==> src/rtl/systolic_pe_db.sv <==
// Weight-stationary systolic PE with NUM_BANKS weight banks: shadow banks load while the active bank computes.
// Saturating signed/unsigned MAC; weight, activation and psum paths each have 1-cycle latency with no backpressure.
module systolic_pe_db #(
  parameter int DATA_W    = 8,
  parameter int ACC_W     = 24,
  parameter int NUM_BANKS = 2,
  parameter int BANK_W    = $clog2(NUM_BANKS)
) (
  input  logic              clk,
  input  logic              rst_n,
  input  logic              clear,
  input  logic              signed_mode,
  input  logic              w_load,
  input  logic [BANK_W-1:0] w_bank_sel,
  input  logic [DATA_W-1:0] w_in,
  output logic [DATA_W-1:0] w_out,
  output logic              w_load_out,
  output logic [BANK_W-1:0] w_bank_sel_out,
  input  logic              bank_swap,
  output logic [BANK_W-1:0] active_bank,
  input  logic              act_valid_in,
  input  logic [DATA_W-1:0] act_in,
  output logic              act_valid_out,
  output logic [DATA_W-1:0] act_out,
  input  logic              psum_valid_in,
  input  logic [ACC_W-1:0]  psum_in,
  output logic              psum_valid_out,
  output logic [ACC_W-1:0]  psum_out,
  output logic              w_conflict
);

  generate
    if (ACC_W < 2 * DATA_W) begin : g_acc_w_check
      $error("systolic_pe_db: ACC_W must be at least 2*DATA_W");
    end
    if (NUM_BANKS < 2) begin : g_banks_check
      $error("systolic_pe_db: NUM_BANKS must be at least 2");
    end
  endgenerate

  logic [DATA_W-1:0] bank [NUM_BANKS];
  logic              sel_conflict;

  // Out-of-range selects can only occur when NUM_BANKS is not a power of two.
  assign sel_conflict = ({1'b0, w_bank_sel} >= (BANK_W + 1)'(NUM_BANKS)) ||
                        (w_bank_sel == active_bank);

  always_ff @(posedge clk or negedge rst_n) begin
    if (!rst_n) begin
      for (int i = 0; i < NUM_BANKS; i++) bank[i] <= '0;
      w_out          <= '0;
      w_load_out     <= 1'b0;
      w_bank_sel_out <= '0;
      w_conflict     <= 1'b0;
      active_bank    <= '0;
    end else begin
      w_out          <= w_in;
      w_load_out     <= w_load;
      w_bank_sel_out <= w_bank_sel;
      if (w_load) begin
        if (sel_conflict) w_conflict <= 1'b1;
        else              bank[w_bank_sel] <= w_in;
      end
      if (bank_swap) begin
        if (active_bank == BANK_W'(NUM_BANKS - 1)) active_bank <= '0;
        else                                        active_bank <= active_bank + BANK_W'(1);
      end
    end
  end

  // Operands are extended to ACC_W+1 bits so one multiplier and adder serve both modes;
  // the true product and sum always fit in that width.
  logic [DATA_W-1:0] w_cur;
  logic [ACC_W:0]    w_x, a_x, prod, psum_x, sum;
  logic [ACC_W-1:0]  sat;

  assign w_cur = bank[active_bank];

  always_comb begin
    w_x    = {{(ACC_W + 1 - DATA_W){w_cur[DATA_W-1] & signed_mode}}, w_cur};
    a_x    = '0;
    if (act_valid_in)
      a_x  = {{(ACC_W + 1 - DATA_W){act_in[DATA_W-1] & signed_mode}}, act_in};
    prod   = w_x * a_x;
    psum_x = {psum_in[ACC_W-1] & signed_mode, psum_in};
    sum    = psum_x + prod;
    sat    = sum[ACC_W-1:0];
    if (signed_mode) begin
      if (sum[ACC_W] != sum[ACC_W-1])
        sat = sum[ACC_W] ? {1'b1, {(ACC_W - 1){1'b0}}} : {1'b0, {(ACC_W - 1){1'b1}}};
    end else if (sum[ACC_W]) begin
      sat = '1;
    end
  end

  always_ff @(posedge clk or negedge rst_n) begin
    if (!rst_n) begin
      act_valid_out  <= 1'b0;
      act_out        <= '0;
      psum_valid_out <= 1'b0;
      psum_out       <= '0;
    end else if (clear) begin
      act_valid_out  <= 1'b0;
      act_out        <= '0;
      psum_valid_out <= 1'b0;
      psum_out       <= '0;
    end else begin
      act_valid_out  <= act_valid_in;
      act_out        <= act_valid_in ? act_in : '0;
      psum_valid_out <= psum_valid_in;
      psum_out       <= sat;
    end
  end

endmodule
==> config.mk <==
export PLATFORM = sky130hd
export DESIGN_NAME = systolic_pe_db
export DESIGN_NICKNAME = d
export VERILOG_FILES = /design/src/rtl/systolic_pe_db.sv
export SDC_FILE = /design/constraint.sdc
export NUM_CORES = 1
export LEC_CHECK = 0
export BUFFER_PORTS_ARGS = -buffer_cell sky130_fd_sc_hd__buf_2
export CORE_AREA = 2 2 165 86
export CTS_CLUSTER_DIAMETER = 60
export DETAILED_ROUTE_END_ITERATION = 12
export DIE_AREA = 0 0 167 88
export PLACE_DENSITY = 0.77
export SETUP_SLACK_MARGIN = 0.3
export SLEW_MARGIN = 25
export SYNTH_ARGS = -nofsm -noshare
export SYNTH_HDL_FRONTEND = slang
export SYNTH_SLANG_ARGS = --single-unit
==> constraint.sdc <==
create_clock -name clk -period 7.1 [get_ports clk]
set_clock_uncertainty 0.1 [all_clocks]
set_input_delay 0 -clock clk [delete_from_list [all_inputs] [get_ports clk]]
set_output_delay 0 -clock clk [all_outputs]
set_load 0.05 [all_outputs]
; Yosys cells after proc, flatten, opt, wreduce, memory -nomap -nowiden
; Index checks and enable logic that the tools add are counted.
[totals]
ff_bits = 62
input_bits = 49
out_inout_bits = 46
word_cells = 45
[classes]
add_sub_neg = 2
multipliers = 1
order_cmp = 3
eq_ne = 2
n_mux = 17
n_bitwise = 6
n_reduce_logical = 3
[ops]
columns = cell, count
row1 = $mux W24, 5
row2 = $mux W8, 6
row3 = $add A25 B25 Y25, 1
row4 = $mul A9 B25 Y25, 1
row5 = $mux W25, 1
row6 = $bwmux W16, 1
row7 = $demux W8 S1, 1
row8 = $ge A2 B2 Y1 const B, 2
row9 = $not A1 Y2, 2
row10 = $reduce_and A2 Y1, 2
row11 = $and A1 B1 Y1, 3
row12 = $mux W1, 3
row13 = $lt A2 B1 Y1 const B, 1
row14 = $add A1 B1 Y1 const B, 1
row15 = $eq A1 B1 Y1, 1
row16 = $logic_and A1 B1 Y1, 1
row17 = $ne A1 B1 Y1, 1
row18 = $not A1 Y1, 1

; Logic depth before layout (Yosys ltp)
; Gate-level depths: netlist (run 1).
[depth]
ltp_word = 11
mapped_depth = 28
depth_no_buf = 25

; Worst setup path before layout (run 1)
; Ideal clock, no wire load.
[synth_path]
kind = register -> register
startpoint = register active_bank
endpoint = register psum_out[0]
setup_ps = 119
arrival_ps = 7304
required_time_ps = 6881
path_slack_ps = -422
path_stages_with_launch = 26
n_path_buf = 3
synth_period_minus_slack_ps = 7522
path_cell_list = dfrtp_1 clkbuf_1 clkbuf_1 mux2_2 nand2_1 fa_1 fa_1 fa_1 inv_1 fa_1 inv_1 fa_1 inv_1 ha_1 nand2_1 o21ai_2 a2111o_1 o211a_4 a21o_1 xnor2_1 ha_1 nand3_1 a211oi_1 a211oi_4 buf_6 o21a_1
[synth_between]
elab_chain_len = 11
word_cells_on_any_way = 13
classes_between = add/sub (1) / mul (1) / eq/ne (1) / mux (8) / bitwise (2)
[synth_lines]
columns = element, line
row1 = "start, declared", 20  ; output logic [BANK_W-1:0] active_bank,
row2 = "start signal, assigned", 66  ; else active_bank <= active_bank + BANK_W'(1);
row3 = $not A1 Y2 (implied by the code) (*), 77  ; assign w_cur = bank[active_bank];
row4 = $mux W8 (implied by the code) (*) (3 in series), 77
row5 = $and A1 B1 Y1, 80  ; w_x = {{(ACC_W + 1 - DATA_W){w_cur[DATA_W-1] & signed_mode}}, w_cur};
row6 = $mul A9 B25 Y25 (*), 84  ; prod = w_x * a_x;
row7 = $add A25 B25 Y25 (*), 86  ; sum = psum_x + prod;
row8 = $mux W24 or $ne A1 B1 Y1 (tied branches), "90, 89"
row9 = $mux W24, 89  ; if (sum[ACC_W] != sum[ACC_W-1])
row10 = $mux W24 (*), 88  ; if (signed_mode) begin
row11 = $mux W24 (*), 102  ; end else if (clear) begin
row12 = "end signal, assigned", 111  ; psum_out <= sat;
row13 = "end, declared", 28  ; output logic [ACC_W-1:0] psum_out,
; Every way passes the cells marked *; elsewhere a longest branch is shown, timed or not. The select of a mux whose other input is x is not followed.
; A chain may end at the register's enable or synchronous reset.

; Worst setup path after layout (run 1)
[layout_path]
startpoint = register active_bank
endpoint = register psum_out[12]
; The elaborated chain is that of the path after synthesis.

==> results of run 1 <==
## timing repair
action                     4_1_cts  5_1_grt
setup buffers                    7       11
hold endpoints to repair       100        0
pin swaps                        8       17
gates resized for setup         23       54
setup endpoints to repair       23       23
gates cloned                     2        1
hold buffers                    23        0
## routing by layer
layer  vias up  share of wire (%)
met3        18                 10
met1      2688                 49
met2       261                 40
li1       2580                  -
met4         0               0.79
met5         -                  0
## final cells by class
| type | instances | area, µm² | share of cell area [%] |
|---|---|---|---|
| Sequential cell | 62 | 1560 | 17.3 |
| Timing Repair Buffer | 174 | 1200 | 13.4 |
| Clock buffer | 11 | 243 | 2.70 |
| Clock inverter | 5 | 58.8 | 0.654 |
| Multi-Input combinational cell | 479 | 5140 | 57.2 |
| Tap cell | 176 | 220 | 2.45 |
| Inverter | 151 | 572 | 6.36 |
## per-stage QoR
step | area [µm²] | util, % | setup WS [ns] | TNS, ns | cells
3_3_place_gp | 7940 | 59.9 | -0.130 | -1.52 | 998
4_1_cts | 8660 | 65.3 | 0.306 | 0 | 1046
5_1_grt | 8990 | 67.9 | 0.187 | 0 | 1058
6_report | 8990 | 67.9 | 0.350 | 0 | 1058
3_5_place_dp | 7940 | 60.0 | -0.140 | -2.14 | 998
2_1_floorplan | 7080 | - | 0.334 | 0 | 705
## worst max-delay path, cell delays in order (launching register included)
cell       delay (ns)
dfrtp_4          0.56
buf_6            0.16
mux2_4           0.31
nand2_2          0.08
fa_2             0.48
fa_2             0.53
buf_6            0.15
fa_2             0.62
buf_4            0.13
fa_1             0.41
fa_1             0.50
inv_1            0.05
ha_1             0.30
nand2_2          0.11
o21ai_2          0.08
a2111o_1         0.33
o211a_4          0.26
a21o_1           0.21
xnor2_2          0.17
ha_4             0.33
nand3_4          0.08
a211oi_4         0.32
a211oi_4         0.10
clkbuf_16        0.17
o21a_1           0.10
## logic make-up (layout without fill, tap and decap cells)
group | count (synthesis) | in the layout | share of synthesized area (%)
AND/OR/NAND/NOR | 166 | 167 | 11.4
buffers and inverters | 166 | 341 | 9.42
adder cells (fa/ha/maj) | 164 | 164 | 39.9
AO/OA/AOI/OAI | 96 | 97 | 9.90
flip-flops | 62 | 62 | 22.1
multiplexers | 30 | 30 | 4.69
XOR/XNOR | 21 | 21 | 2.62
## cell usage in the layout, fill, tap and decap left out, types with 4 or more instances in the layout
master	count
inv_1	145
buf_2	94
fa_1	89
dfrtp_1	61
ha_1	56
buf_4	50
nor2_1	47
nand2_1	40
dlygate4sd3_1	23
o21a_1	22
mux2_2	20
nand3_1	14
a21oi_1	14
o21ai_0	14
and2_1	12
xnor2_1	11
fa_2	10
clkbuf_16	10
xor2_1	9
nor2b_1	8
a21o_1	7
nand2_2	6
a21oi_2	6
ha_4	6
nor2_2	5
a211oi_1	5
nor3_1	5
inv_2	4
o21ai_2	4
buf_12	4
## registers in the layout, summed over array words and instances (netlist names)
name	cells
w_bank_sel_out	1
psum_valid_out	1
w_load_out	1
act_out	8
w_conflict	1
psum_out	24
w_out	8
act_valid_out	1
active_bank	1
bank	16
## worst paths after layout
check	slack, ns	endpoint	from	cells past startpoint
max	0.35	psum_out[12]$_DFF_PN0_	active_bank$_DFFE_PN0P_	24
min	0.04	psum_out[1]$_DFF_PN0_	psum_in[1]	4
max reg2reg	0.35	psum_out[12]$_DFF_PN0_	active_bank$_DFFE_PN0P_	24
min reg2reg	0.37	w_conflict$_DFFE_PN0P_	w_conflict$_DFFE_PN0P_	1
max in group asynchronous	6.05	active_bank$_DFFE_PN0P_	rst_n	3
min in group asynchronous	0.28	w_load_out$_DFF_PN0_	rst_n	3
==> reports/results.ini, run 1 <==
[routing]
wl_per_cell_um=17.4
vias=5547
drt_wl_total_um=18400
drt_iter0_drc=385
viasPerCell=5.24
drc=0
drt_first_pass_iters=5
final_antenna_net_count=0

[floorplanning]
initial_core_util_pct=52.9
die_h_um=88
rows=30
die-area_um2=14700
die_x_um=167
core-area_um2=13300
boundaryPins=95

[synth]
ys.flop_type=dfrtp_1
synthTopCellsByCount=inv_1, fa_1, ha_1
syn-mean-instance-area_um2=9.95
synth_most_common_cell=inv_1
async_reset_ff_share_pct=100
synth_area_um2=7010
synth_area_leaders=fa_1, dfrtp_1, ha_1
netlist.area_leader.share_pct=28.3
syn-num-nets=918
yosys.cell_types.count=56
seq_area_frac_synth_pct=22.1
syn_inst=705
ys_seq_elements=62
synth_edf_count=0
synth_warnings=0
yosysTopAreaCell=fa_1

[sta]
final_max_slew_viol_count=0
whs_ns=0.0433
fin_crit_ns=6.75
tightest_slew_ns=0.777
fmax_mhz=148
fin_crit_sh_pct=95.1
rsz0062_at_grt=yes
maxSlewHeadroom_pct=48.2
setup_viol_count_final=0
report.final.hold_viol_count=0

[clock_tree]
cts_tree=yes
clock-sinks=62
numCtsBuffers=9
clkTransAtPathRegs_ns=0.06
cts-root-buf=clkbuf_16
h-tree-depth=3
clockBufferDepth=2
clk_latency_ns=0.33

[critical_path]
endpoint_kind=register
path_class=reg -> reg
required_ns=7.22
worstSetupStartpointType=register
critPathMaxFanout=8
worstPathArrival_ns=6.87

[global_routing]
grt_pass1_wl_um=29500
grt_antenna_before_repair=0
gr-usage-met2_pct=37.1
gr-usage-met3_pct=8.81
grt_overflow=0
busiest_layer=met1
grt_pass1_vias=5555
use_met1_pct=40.3
grt_max_degree=63
grt.total_usage_pct=26.4

[min_path]
hp-class=in -> reg

[cells_and_area]
nFillCells=972
nets=1090
drive_gt1_share_pct=30.2
antennaDiodeCount=0
areaGrowthSynthToFinish_pct=28.2

[placed_design]
portBuffers=94
globalplace.congestion=0.962
place_hpwl_um=13800

[run_status]
outcome=finished clean

[run]
cap_violations=0

Power of run 1 is not shown: default switching activity piles up to over one toggle a cycle in this logic, so the estimate is an artifact.
==> inputs of run 2 (changes only) <==
MAX_ROUTING_LAYER = met4   (was unset)
==> reports/results.ini, run 2 (synthesis gave the netlist of run 1 again) <==
[sta]
tightest_slew_ns=0.783  ; was 0.777 ns
fmax_mhz=147  ; was 148 MHz
final_max_slew_viol_count=0  ; unchanged
whs_ns=0.0447  ; was 0.0433 ns
report.final.hold_viol_count=0  ; unchanged
fin_setup_tns_ns=0  ; unchanged
fin_crit_ns=6.79  ; was 6.75 ns
maxSlewHeadroom_pct=47.8  ; was 48.2%
setup_viol_count_final=0  ; unchanged
fin_crit_sh_pct=95.7  ; was 95.1%
rsz0062_at_grt=yes  ; unchanged

[critical_path]
r2r-start=active_bank$_DFFE_PN0P_  ; unchanged
worstSetupStartpointType=register  ; unchanged
critPathMaxFanout=8  ; unchanged
max_stage_delay_ns=0.57  ; was 0.62 ns
endpoint_kind=register  ; unchanged
path_common_cell=inv_1  ; was fa_2
cpMaxStageDelayCell=fa_2  ; unchanged
required_ns=7.27  ; was 7.22 ns
cp_top_family=adder cells  ; unchanged
r2r_slack_ns=0.31  ; was 0.35 ns
r2r_cells=27  ; was 24
r2r-end=psum_out[8]$_DFF_PN0_  ; was psum_out[12]$_DFF_PN0_
worstPathArrival_ns=6.96  ; was 6.87 ns
critPathBufInv=7  ; was 5
path_class=reg -> reg  ; unchanged

[routing]
vias=5696  ; was 5547
drt_wl_total_um=19000  ; was 18400 µm
viasPerCell=5.28  ; was 5.24
drt_first_pass_iters=5  ; unchanged
wl_per_cell_um=17.7  ; was 17.4 µm
final_antenna_net_count=0  ; unchanged
drc=0  ; unchanged
drt_iter0_drc=402  ; was 385

[clock_tree]
clk_latency_ns=0.34  ; was 0.33 ns
clockBufferDepth=2  ; unchanged
cts-root-buf=clkbuf_16  ; unchanged
h-tree-depth=3  ; unchanged
clock-sinks=62  ; unchanged
clkTransAtPathRegs_ns=0.06  ; about the same
numCtsBuffers=9  ; unchanged
cts_tree=yes  ; unchanged

[min_path]
hp-class=in -> reg  ; unchanged
hold_path_depth=4  ; unchanged
min_to=psum_out[1]$_DFF_PN0_  ; unchanged
hp-start=psum_in[1]  ; unchanged

[cells_and_area]
largest_reg_flops=24  ; unchanged
nFillCells=960  ; was 972
reg.largest.list=psum_out: 24 flops, bank: 16 flops  ; unchanged
largest_register=psum_out  ; unchanged
layout_common_cells=inv_1, buf_2, fa_1  ; unchanged
areaGrowthSynthToFinish_pct=30.8  ; was 28.2%
drive_gt1_share_pct=31.7  ; was 30.2%
antennaDiodeCount=0  ; unchanged
layout_commonest_cell=inv_1  ; unchanged
nets=1110  ; was 1090

[run_status]
outcome=finished clean  ; unchanged

[global_routing]
grt_max_degree=63  ; unchanged
grt_pass1_wl_um=30200  ; was 29500 µm
grt_pass1_vias=5788  ; was 5555
grt.total_usage_pct=27.6  ; was 26.4%
grt_overflow=0  ; unchanged
grt_antenna_before_repair=0  ; unchanged

[placed_design]
globalplace.congestion=1.01  ; was 0.962
place_hpwl_um=13900  ; was 13800 µm
portBuffers=94  ; unchanged

[floorplanning]
rows=30  ; unchanged
die_h_um=88  ; unchanged
initial_core_util_pct=52.9  ; unchanged
die_x_um=167  ; unchanged
boundaryPins=95  ; unchanged
core-area_um2=13300  ; unchanged
die-area_um2=14700  ; unchanged

[run]
cap_violations=0  ; unchanged

## run 2: cell count changes in the layout (fill, tap and decap cells not counted), sizes merged
cell         change
clkbuf           -1
buf             +18
clkinv           -1
bufinv           -1
inv              +4
dlygate4sd3      +1
## run 2: final cells by class
cell class              count  area (µm²)  area share (%)
multi-input cells         479        5180            56.4
flip-flops and latches     62        1560            16.9
clock buffers               9         225            2.45
inverters                 151         567            6.18
well taps                 176         220            2.40
clock inverters             7        55.1           0.600
repair buffers            194        1380            15.0
## run 2: routing by layer
| metal | vias to the layer above | wire [µm] | GRT usage, % |
|---|---|---|---|
| met2 | 262 | 7940 | 37.9 |
| met1 | 2795 | 8970 | 39.7 |
| li1 | 2622 | - | - |
| met5 | - | 0 | - |
| met4 | 0 | 111 | 3.45 |
| met3 | 17 | 2010 | 10.3 |
## run 2: repair_timing
item	in CTS	in global routing
pin swaps	12	20
endpoints found under the setup margin	23	23
setup buffers	17	18
gates resized for setup	24	55
gates cloned	2	2
hold buffers	24	0
hold endpoints to repair	101	0
## run 2: worst reg2reg max path: stages (launching register included)
cell and delay (ns):
dfrtp_4 0.52, mux2i_4 0.26, nand2b_4 0.16, buf_4 0.14
nor2_1 0.07, fa_2 0.57, inv_1 0.06, fa_2 0.37
fa_1 0.54, inv_1 0.05, fa_1 0.48, inv_1 0.05
fa_1 0.53, inv_1 0.09, ha_4 0.19, a21oi_4 0.15
o21ai_2 0.09, a2111o_1 0.43, o211a_4 0.27, a21o_1 0.21
xnor2_2 0.22, ha_4 0.25, buf_6 0.12, nand2_4 0.07
nor2_4 0.05, a211oi_4 0.34, clkbuf_16 0.21, o21a_1 0.13
## run 2: how the worst max path moves through the flow
stage	from	end	cells past startpoint
3_5_place_dp	active_bank$_DFFE_PN0P_	psum_out[21]$_DFF_PN0_	22
6_report	active_bank$_DFFE_PN0P_	psum_out[8]$_DFF_PN0_	27
5_1_grt	active_bank$_DFFE_PN0P_	psum_out[12]$_DFF_PN0_	27
2_1_floorplan	active_bank$_DFFE_PN0P_	psum_out[0]$_DFF_PN0_	24
3_3_place_gp	active_bank$_DFFE_PN0P_	psum_out[21]$_DFF_PN0_	21
4_1_cts	active_bank$_DFFE_PN0P_	psum_out[21]$_DFF_PN0_	27
## run 2: through the flow
step                cells  cell area, µm²  worst slack, ns  util [%]
finish               1078            9180            0.306      69.3
global route         1078            9180            0.130      69.3
detailed placement    999            7950           -0.140      60.0
CTS                  1058            8730            0.303      65.9
floorplan             705            7080            0.334         -
global placement      999            7950           -0.172      60.0
Power of run 2 is left out for the same reason.
